**src/rtl/rst_seq.sv**
```systemverilog
// rst_seq: reset sequencer for the constant-reset flop stages.
// Synchronises the deassertion of the raw asynchronous reset and waits a
// settle period. It then releases NUM_OUT staged reset lines one at a time,
// STAGE_GAP cycles apart.
//
// Ports:
//   clk       in   single clock, rising edge
//   reset     in   asynchronous, active-high board reset
//   sw_rst    in   synchronous, active-high software reset (RST_SEQ_SWRST_EN only)
//   rst_out   out  [NUM_OUT-1:0] staged resets, active-high, bit 0 released first
//   rst_done  out  high once every rst_out bit is low
//
// Build option: define RST_SEQ_SWRST_EN to add the sw_rst port. A software
// reset re-enters HOLD directly and skips the synchroniser.
module rst_seq #(
  parameter int unsigned SYNC_STAGES = 2,
  parameter int unsigned HOLD_CYCLES = 16,
  parameter int unsigned NUM_OUT     = 4,
  parameter int unsigned STAGE_GAP   = 4
) (
  input  logic               clk,
  input  logic               reset,
`ifdef RST_SEQ_SWRST_EN
  input  logic               sw_rst,
`endif
  output logic [NUM_OUT-1:0] rst_out,
  output logic               rst_done
);

  localparam int unsigned CNT_W = 8;
  localparam int unsigned IDX_W = $clog2(NUM_OUT + 1);

  localparam logic [1:0] ST_SYNC  = 2'd0;
  localparam logic [1:0] ST_HOLD  = 2'd1;
  localparam logic [1:0] ST_STAGE = 2'd2;
  localparam logic [1:0] ST_DONE  = 2'd3;

  logic [SYNC_STAGES-1:0] sync_q;
  logic                   sync_rst;
  logic [1:0]             state_q,     state_d;
  logic [CNT_W-1:0]       hold_cnt_q,  hold_cnt_d;
  logic [CNT_W-1:0]       stage_cnt_q, stage_cnt_d;
  logic [IDX_W-1:0]       idx_q,       idx_d;
  logic [NUM_OUT-1:0]     rst_out_q,   rst_out_d;
  logic                   rst_done_q,  rst_done_d;
  logic                   hold_tick;

  assign sync_rst = sync_q[SYNC_STAGES-1];
  assign rst_out  = rst_out_q;
  assign rst_done = rst_done_q;

  // Deassertion synchroniser: zeros shift in once reset is low.
  always_ff @(posedge clk or posedge reset) begin
    if (reset) begin
      sync_q <= '1;
    end else begin
      sync_q <= {sync_q[SYNC_STAGES-2:0], 1'b0};
    end
  end

  // State and counter registers.
  always_ff @(posedge clk or posedge reset) begin
    if (reset) begin
      state_q     <= ST_SYNC;
      hold_cnt_q  <= '0;
      stage_cnt_q <= '0;
      idx_q       <= '0;
      rst_out_q   <= '1;
      rst_done_q  <= 1'b0;
    end else begin
      state_q     <= state_d;
      hold_cnt_q  <= hold_cnt_d;
      stage_cnt_q <= stage_cnt_d;
      idx_q       <= idx_d;
      rst_out_q   <= rst_out_d;
      rst_done_q  <= rst_done_d;
    end
  end

  // Next-state and output logic.
  always_comb begin
    state_d     = state_q;
    hold_cnt_d  = hold_cnt_q;
    stage_cnt_d = stage_cnt_q;
    idx_d       = idx_q;
    rst_out_d   = rst_out_q;
    rst_done_d  = rst_done_q;
    hold_tick   = 1'b0;

    case (state_q)
      // The edge that first sees sync_rst low already counts as hold cycle 1.
      ST_SYNC: hold_tick = ~sync_rst;
      ST_HOLD: hold_tick = 1'b1;
      ST_STAGE: begin
        if (idx_q == IDX_W'(NUM_OUT)) begin
          state_d    = ST_DONE;
          rst_done_d = 1'b1;
        end else begin
          stage_cnt_d = stage_cnt_q + CNT_W'(1);
          if (stage_cnt_d == CNT_W'(STAGE_GAP)) begin
            for (int k = 0; k < NUM_OUT; k++) begin
              if (IDX_W'(k) == idx_q) rst_out_d[k] = 1'b0;
            end
            idx_d       = idx_q + IDX_W'(1);
            stage_cnt_d = '0;
          end
        end
      end
      ST_DONE: begin
        rst_out_d  = '0;
        rst_done_d = 1'b1;
      end
      default: state_d = ST_SYNC;
    endcase

    // Hold period; its last cycle releases bit 0 and enters STAGE.
    if (hold_tick) begin
      state_d    = ST_HOLD;
      hold_cnt_d = hold_cnt_q + CNT_W'(1);
      if (hold_cnt_d == CNT_W'(HOLD_CYCLES)) begin
        rst_out_d[0] = 1'b0;
        idx_d        = IDX_W'(1);
        stage_cnt_d  = '0;
        hold_cnt_d   = '0;
        state_d      = ST_STAGE;
      end
    end

`ifdef RST_SEQ_SWRST_EN
    // Software reset re-arms every output and restarts the hold count.
    if (sw_rst) begin
      state_d     = ST_HOLD;
      hold_cnt_d  = '0;
      stage_cnt_d = '0;
      idx_d       = '0;
      rst_out_d   = '1;
      rst_done_d  = 1'b0;
    end
`else
`endif
  end

endmodule

```
**config.mk**
```make
export PLATFORM = sky130hd
export DESIGN_NAME = rst_seq
export DESIGN_NICKNAME = d
export VERILOG_FILES = /design/src/rtl/rst_seq.sv
export SDC_FILE = /design/constraint.sdc
export NUM_CORES = 1
export LEC_CHECK = 0
export BUFFER_PORTS_ARGS = -buffer_cell sky130_fd_sc_hd__buf_2
export CAP_MARGIN = 10
export CORE_MARGIN = 3
export CORE_UTILIZATION = 50
export DETAILED_ROUTE_END_ITERATION = 12
export PLACE_DENSITY = 0.67
export SETUP_SLACK_MARGIN = 0.05
export SLEW_MARGIN = 15
export SYNTH_ARGS = -nofsm -noshare
export SYNTH_HDL_FRONTEND = slang
export SYNTH_SLANG_ARGS = --single-unit
```
**constraint.sdc**
```tcl
create_clock -name clk -period 2.5 [get_ports clk]
set_input_delay 0.125 -clock clk [delete_from_list [all_inputs] [get_ports clk]]
set_output_delay 0.125 -clock clk [all_outputs]
set_load 0.005 [all_outputs]
```
Yosys cells after proc, flatten, opt, wreduce, memory -nomap -nowiden. Index checks and enable logic that the tools add are counted.

Input bits: 2. Output and inout port bits: 5. Flip-flop bits (word level): 28. Word-level logic and storage cells: 66.

Muxes and demuxes: 27. Add/subtract/negate cells: 3. Reduce and logical (&&, ||, !) cells: 10. Equality and inequality tests: 15. Bitwise operators: 1.

Operator list (count): 2-to-1 mux 8 bit (6); adder 8 x 1 -> 8 bit, second input constant (2); 2-to-1 mux 3 bit (5); != test 2 bit, second input constant (6); AND reduction 4 bit (3); == test 8 x 3 -> 1 bit, second input constant (1); == test 8 x 5 -> 1 bit, second input constant (1); 2-to-1 mux 2 bit (4); 2-to-1 mux 4 bit (2); case mux 4 bit (2 select lines) (1); 2-to-1 mux 1 bit (7); == test 2 x 3 -> 1 bit, first input constant (2); nonzero test 2 bit (3); == test 2 bit, second input constant (2); case mux 1 bit (2 select lines) (2); AND reduction 2 bit (2); adder 3 x 1 -> 3 bit, second input constant (1); == test 1 x 3 -> 1 bit, first input constant (1); == test 3 bit, second input constant (1); logical NOT 3 bit (1); == test 2 x 1 -> 1 bit, second input constant (1); logical NOT 2 bit (1); NOT 1 bit (1).

Logic depth before layout (Yosys ltp). Gate-level depths: netlist of the first run.

Depth in word-level cells: 7. Gate-level depth with buffers: 6. Depth with buffers taken out: 6.

Worst setup path after synthesis of the first run. Ideal clock, no wire load.

Path type: register -> register. From: reg idx_q[0]. To: reg stage_cnt_q[2]. Cell stages (with the launch flop): 7. Arrival time: 1.768 ns. Data required time: 2.423 ns. Clock period less this slack: 1.845 ns. Path buffers: 0. Path slack: 0.655 ns. Library setup time: 0.077 ns. Cell sequence: dfrtp_1 -> inv_1 -> ha_1 -> a21oi_1 -> nand3_1 -> or3b_2 -> a21oi_1.

Cells in the longest elaborated chain, start to end: 5.

RTL lines: start, declared (RTL line 43) `logic [IDX_W-1:0] idx_q, idx_d;`; start signal, assigned (RTL line 74) `idx_q <= idx_d;`; == test 3 bit (*) (RTL line 95) `if (idx_q == IDX_W'(NUM_OUT)) begin`; 2-to-1 mux 8 bit (*) (RTL line 95); 2-to-1 mux 8 bit (*) (RTL line 90) `case (state_q)`; 2-to-1 mux 8 bit (RTL line 120) `if (hold_cnt_d == CNT_W'(HOLD_CYCLES)) begin`; 2-to-1 mux 8 bit (*) (RTL line 117) `if (hold_tick) begin`; named net stage_cnt_d[2] (RTL line 42) `logic [CNT_W-1:0] stage_cnt_q, stage_cnt_d;`; end signal, assigned (RTL line 73) `stage_cnt_q <= stage_cnt_d;`; end, declared (RTL line 42).

Mark *: on every way through the listed nets, which the timed path passes. The rest lies on a longest branch. A chain may end at the register's enable or synchronous reset.

Final worst setup path of the first run.
From: reg idx_q[0]. To: reg idx_q[2].

Cells in the longest elaborated chain, start to end: 6. Elaborated cells on any way between the ends: 7. Those cells by class: 1 x add/sub; 1 x eq/ne; 5 x mux.

RTL lines: adder 3 x 1 -> 3 bit (RTL line 104) `idx_d = idx_q + IDX_W'(1);`; 2-to-1 mux 3 bit (RTL line 100) `if (stage_cnt_d == CNT_W'(STAGE_GAP)) begin`; 2-to-1 mux 3 bit (*) (RTL line 95); 2-to-1 mux 3 bit (*) (RTL line 90); 2-to-1 mux 3 bit (RTL line 120); 2-to-1 mux 3 bit (*) (RTL line 117); named net idx_d[2] (RTL line 43).

Marked as above.

==> impl_results.md, run 1 <==
* Register area share after synthesis at 48.7%
* Worst path buffer plus inverter count at 1
* Post-DR wirelength/cell at 14.1 um
* Final hold vios at 11
* Skew final at 0.0132 ns
* Diode count at 0
* Drt drc at 0
* Synth Flop Type: dfrtp_1
* Max Clock Freq at 469 MHz
* Tot Pwr at 0.000765 W
* Max Fanout on Critical Path at 8
* VDD IR max at 0.000355 V
* CP max-delay cell: a21oi_1
* Post-synth top area cell: dfrtp_1
* Postcts setup bufs at 0
* Pre-CTS setup slack at 0.393 ns
* Setup violations, final at 0
* Yosys cell types at 40
* Syn nets at 156
* Initial Util at 55.7%
* Combinational group share of total power at 1.4%
* Max-Cap Viols at 0
* Hold-fix buffers, CTS at 0
* Clock Power Share at 38.8%
* Initial drt markers at 21
* Synthesized instance count at 147
* Most frequent cells in the layout: dfrtp_1, nand2_1, a21oi_1
* Fin crit period at 2.13 ns
* Max clock buf depth at 2
* Die Span Y at 59.9 um
* Min Hold Slack at -0.0129 ns
* Final WL at 2.63 mm
* Cell Rows at 18
* H-tree levels at 1
* Post-layout util at 60.2%
* Antenna-violating nets left at 0
* Top area cells in the synthesized netlist: dfrtp_1, dfstp_2, ha_1, nand2_1, a21oi_1
* Worst path arrival time at 2.39 ns
* Layout cells sized above 1 at 16.0%
* Worst skew pair latency at 0.33 ns
* # clock sinks at 28
* Status: finished with violations
* RSZ-0062 raised after global routing: false
* Netlist Area Pre-Place at 1460 um2
* Avg Inst Size Synth at 9.90 um2
* Worst setup margin at 0.366 ns
* Asr flop ratio synth at 100%
* CP Capture Type: register
* Worst Hold Class: input pin to asynchronous set/reset pin
* Sequential share of power at 59.8%
* Max Slew Vio Count at 0
* Placer congestion estimate at 0.785
* Critical path cell sequence: inv_1, ha_1, a21oi_1, nand4_1, or2_2, a21oi_1
* Vias at 1069
* Area growth syn-to-layout at 8.17%
* Failing checks: hold timing
* I/O Buffers at 6
* Post-synth EDFFs at 0
* CP max stage delay at 0.50 ns
* First-pass DRT Iterations at 4
* Number of global-route vias before repair at 1047
* CTS resizes at 0
* Core Region at 2610 um2
* Post-DP HPWL at 1.88 mm
* Vias per inst at 5.75
* Die X at 59.9 um
* First-pass GRT wire length at 4.65 mm
* Synth Register Bits at 28
* Synthesis warning total at 0
* Worst-path clk slew at 0.16 ns
* Inserted Clock Buffers at 3
* Setup TNS at 0 ns
* Net Sw Frac at 18.9%
* Switch Pwr at 0.000145 W
* Kind of critical path: register to register
* Root Buffer: clkbuf_4
* Initial antenna violation count at 0
* Top delay family on crit path: simple AND/OR/NAND/NOR gates
* Boundary Pins at 7
* Leak pwr at 0.720 nW
* Cell-internal power at 0.000620 W
* Req. time, crit path at 2.76 ns
* Final worst-path cycle share at 85.4%
* Total Routing Usage GR at 17.2%
* Largest net degree at the start of global routing at 27
* Die area at 3590 um2
* Power Density at 486 nW/um2
* CTS tree: yes
* Post-synth top area share at 37.8%
* Slew @ Worst Pin at 0.985 ns
* CP most frequent cell: a21oi_1
* Worst Setup Start Kind: register
* Slew margin rel. at 34.3%
* NumNets Final at 166
* Remaining Overflow, GRT at 0
* Most common cell after layout, fill and taps aside: dfrtp_1
-- per-layer routing --
metal / track usage (%) / part of all wire (%)
met4: 5.70 / 0.95
met1: 24.7 / 52
met3: 1.94 / 2.4
met5: 0 / 0
met2: 26.9 / 44
-- registers in the layout, indices dropped and copies added, names as in the netlist --
name         cells
stage_cnt_q      8
state_q          2
sync_q           2
hold_cnt_q       8
rst_done         1
rst_out          4
idx_q            3
-- worst paths after layout --
check,start,to,slack (ns),cells after the start
worst min-delay path,reset,hold_cnt_q[7],-0.01,2
worst min register to register,sync_q[0],sync_q[1],0.37,0
min in group clk,sync_q[0],sync_q[1],0.37,0
max in group asynchronous,reset,rst_out[0],1.81,3
worst max-delay path,idx_q[0],idx_q[2],0.37,6
worst max register to register,idx_q[0],idx_q[2],0.37,6
-- per-stage QoR --
step           area (um2)  std cells
6_report             1570        186
5_1_grt              1570        186
4_1_cts              1570        186
3_5_place_dp         1520        182
3_3_place_gp         1520        182
2_1_floorplan        1460        147
-- synth_stat cells (all sizes together), types with 3 or more instances --
master / n
xnor2: 5
xor2: 3
o21ai: 8
clkbuf: 3
nand2: 20
a31oi: 3
nand4: 5
inv: 7
or3: 4
nor2: 5
ha: 7
nand3: 9
dfrtp: 22
a21oi: 12
dfstp: 6
-- power groups by stage --
stage               clock [W]  combinational [W]  sequential [W]
floorplan                   0         0.00000685        0.000465
global placement            0          0.0000110        0.000466
detailed placement          0          0.0000112        0.000466
CTS                  0.000307          0.0000114        0.000458
global route         0.000323          0.0000124        0.000458
finish               0.000297          0.0000106        0.000458
-- cells by family after synthesis --
group / synth area share (%)
AO/OA/AOI/OAI: 13.3
XOR/XNOR: 4.82
adder cells (fa/ha/maj): 6.02
buffers and inverters: 3.44
flip-flops: 48.7
multiplexers: 0.688
other: 0.258
AND/OR/NAND/NOR: 22.8
-- worst register-to-register path, stage by stage, from the launching register on --
cell and delay [ns]:
dfrtp_1 0.41, inv_1 0.09, ha_1 0.25, a21oi_1 0.50
nand4_1 0.35, or2_2 0.37, a21oi_1 0.12
-- final cells by class --
class,instances,area (um2)
fillers,219,1040
flip-flops and latches,28,708
multi-input cells,108,697
repair buffers,9,52.6
well taps,30,37.5
clock inverters,1,30.0
inverters,7,26.3
clock buffers,3,22.5
(Power assumes the default switching activity.)
==> inputs of run 2 (changes only) <==
--- a/config.mk
+++ b/config.mk
@@ -10,6 +10,7 @@
 export CORE_MARGIN = 3
 export CORE_UTILIZATION = 50
 export DETAILED_ROUTE_END_ITERATION = 12
+export HOLD_SLACK_MARGIN = 0.06
 export PLACE_DENSITY = 0.67
 export SETUP_SLACK_MARGIN = 0.05
 export SLEW_MARGIN = 15
==> impl_results.md, run 2 (same netlist as run 1, synthesis figures left out) <==
* Most common cell after layout, fill and taps aside: dfrtp_1
* Final WL at 2.62 mm
* Worst Hold Class: register to register
* Final non-filler cell total at 187
* Inserted Clock Buffers at 3
* Die Span Y at 59.9 um
* Slew margin rel. at 34.1%
* Final hold vios at 0
* Post-DR wirelength/cell at 14.0 um
* Net Sw Frac at 18.9%
* Top delay family on crit path: simple AND/OR/NAND/NOR gates
* Setup TNS at 0 ns
* Vias at 1060
* CTS tree: yes
* Placed cell count at 182
* Sequential share of power at 59.7%
* Clock Power Share at 38.8%
* CP most frequent cell: a21oi_1
* Core Region at 2610 um2
* Req. time, crit path at 2.76 ns
* Leak pwr at 0.724 nW
* First-pass DRT Iterations at 4
* Max Slew Vio Count at 0
* Slew @ Worst Pin at 0.987 ns
* Boundary Pins at 7
* Diode count at 0
* Fin crit period at 2.13 ns
* Area growth syn-to-layout at 8.86%
* Combinational group share of total power at 1.5%
* Cell-internal power at 0.000621 W
* NumNets Final at 167
* Status: finished, final reports clean
* Worst-path clk slew at 0.16 ns
* Max-Cap Viols at 0
* Total Routing Usage GR at 17.2%
* Skew final at 0.0107 ns
* Initial drt markers at 21
* Worst skew pair latency at 0.33 ns
* I/O Buffers at 6
* Initial Util at 55.7%
* CTS resizes at 0
* Final worst-path cycle share at 85.0%
* Die area at 3590 um2
* Kind of critical path: register to register
* Post-DP HPWL at 1.88 mm
* Worst path arrival time at 2.39 ns
* Initial antenna violation count at 0
* RSZ-0062 raised after global routing: false
* Tot Pwr at 0.000767 W
* Max Clock Freq at 470 MHz
* Layout cells sized above 1 at 15.9%
* Setup violations, final at 0
* # clock sinks at 28
* Power Density at 484 nW/um2
* Max Fanout on Critical Path at 8
* Drt drc at 0
* H-tree levels at 1
* CP Capture Type: register
* Remaining Overflow, GRT at 0
* Antenna-violating nets left at 0
* Die X at 59.9 um
* Worst Setup Start Kind: register
* Cell Rows at 18
* First-pass GRT wire length at 4.65 mm
* Most frequent cells in the layout: dfrtp_1, nand2_1, a21oi_1
* Placer congestion estimate at 0.785
* Root Buffer: clkbuf_4
* Number of global-route vias before repair at 1047
* Max clock buf depth at 2
* Worst path buffer plus inverter count at 1
* Post-layout util at 60.6%
* Largest net degree at the start of global routing at 27
* VDD IR max at 0.000353 V
* Critical path cell sequence: inv_1, ha_1, a21oi_1, nand4_1, or2_2, a21oi_1
* Switch Pwr at 0.000145 W
* Vias per inst at 5.67
* CP max stage delay at 0.50 ns
* CP max-delay cell: a21oi_1
## run 2: cell count changes in the layout (fill, tap and decap cells not counted), sizes merged
| cell | delta |
|---|---|
| dlygate4sd3 | +1 |
## run 2: routing by layer
layer	wire (um)	global-route usage, %	vias up
met5	0	0	-
met4	25	5.70	0
met3	82	1.94	4
met2	1160	26.9	17
met1	1350	24.7	498
li1	-	-	541
## run 2: through the flow
step	hold slack (ns)	setup WS [ns]	instance area, um2
floorplan	0.186	0.655	1460
global placement	0.346	0.508	1520
detailed placement	0.352	0.393	1520
CTS	0.373	0.373	1580
global route	0.376	0.138	1580
finish	0.372	0.374	1580
## run 2: timing repair
item                      4_1_cts  5_1_grt
hold endpoints to repair       22        0
hold buffers                    1        0
setup buffers                   0        0
## run 2: layout make-up
cell class / count / area (um2)
clock buffers: 3 / 22.5
clock inverters: 1 / 30.0
fillers: 218 / 1030
inverters: 7 / 26.3
multi-input cells: 108 / 697
flip-flops and latches: 28 / 708
well taps: 30 / 37.5
repair buffers: 10 / 62.6
## run 2: worst paths after layout
| check | from | end | slack [ns] | cells after the start |
|---|---|---|---|---|
| worst min register to register | sync_q[0] | sync_q[1] | 0.37 | 0 |
| worst max-delay path | idx_q[0] | idx_q[2] | 0.37 | 6 |
| max in group asynchronous | reset | rst_out[0] | 1.26 | 4 |
| min in group asynchronous | reset | hold_cnt_q[7] | 0.54 | 3 |
| worst min-delay path | sync_q[0] | sync_q[1] | 0.37 | 0 |
| worst max register to register | idx_q[0] | idx_q[2] | 0.37 | 6 |
## run 2: power groups by stage
stage | logic, W | registers (W) | clock network (W)
finish | 0.0000118 | 0.000458 | 0.000297
global route | 0.0000137 | 0.000458 | 0.000323
CTS | 0.0000125 | 0.000458 | 0.000307
detailed placement | 0.0000112 | 0.000466 | 0
global placement | 0.0000110 | 0.000466 | 0
floorplan | 0.00000685 | 0.000465 | 0
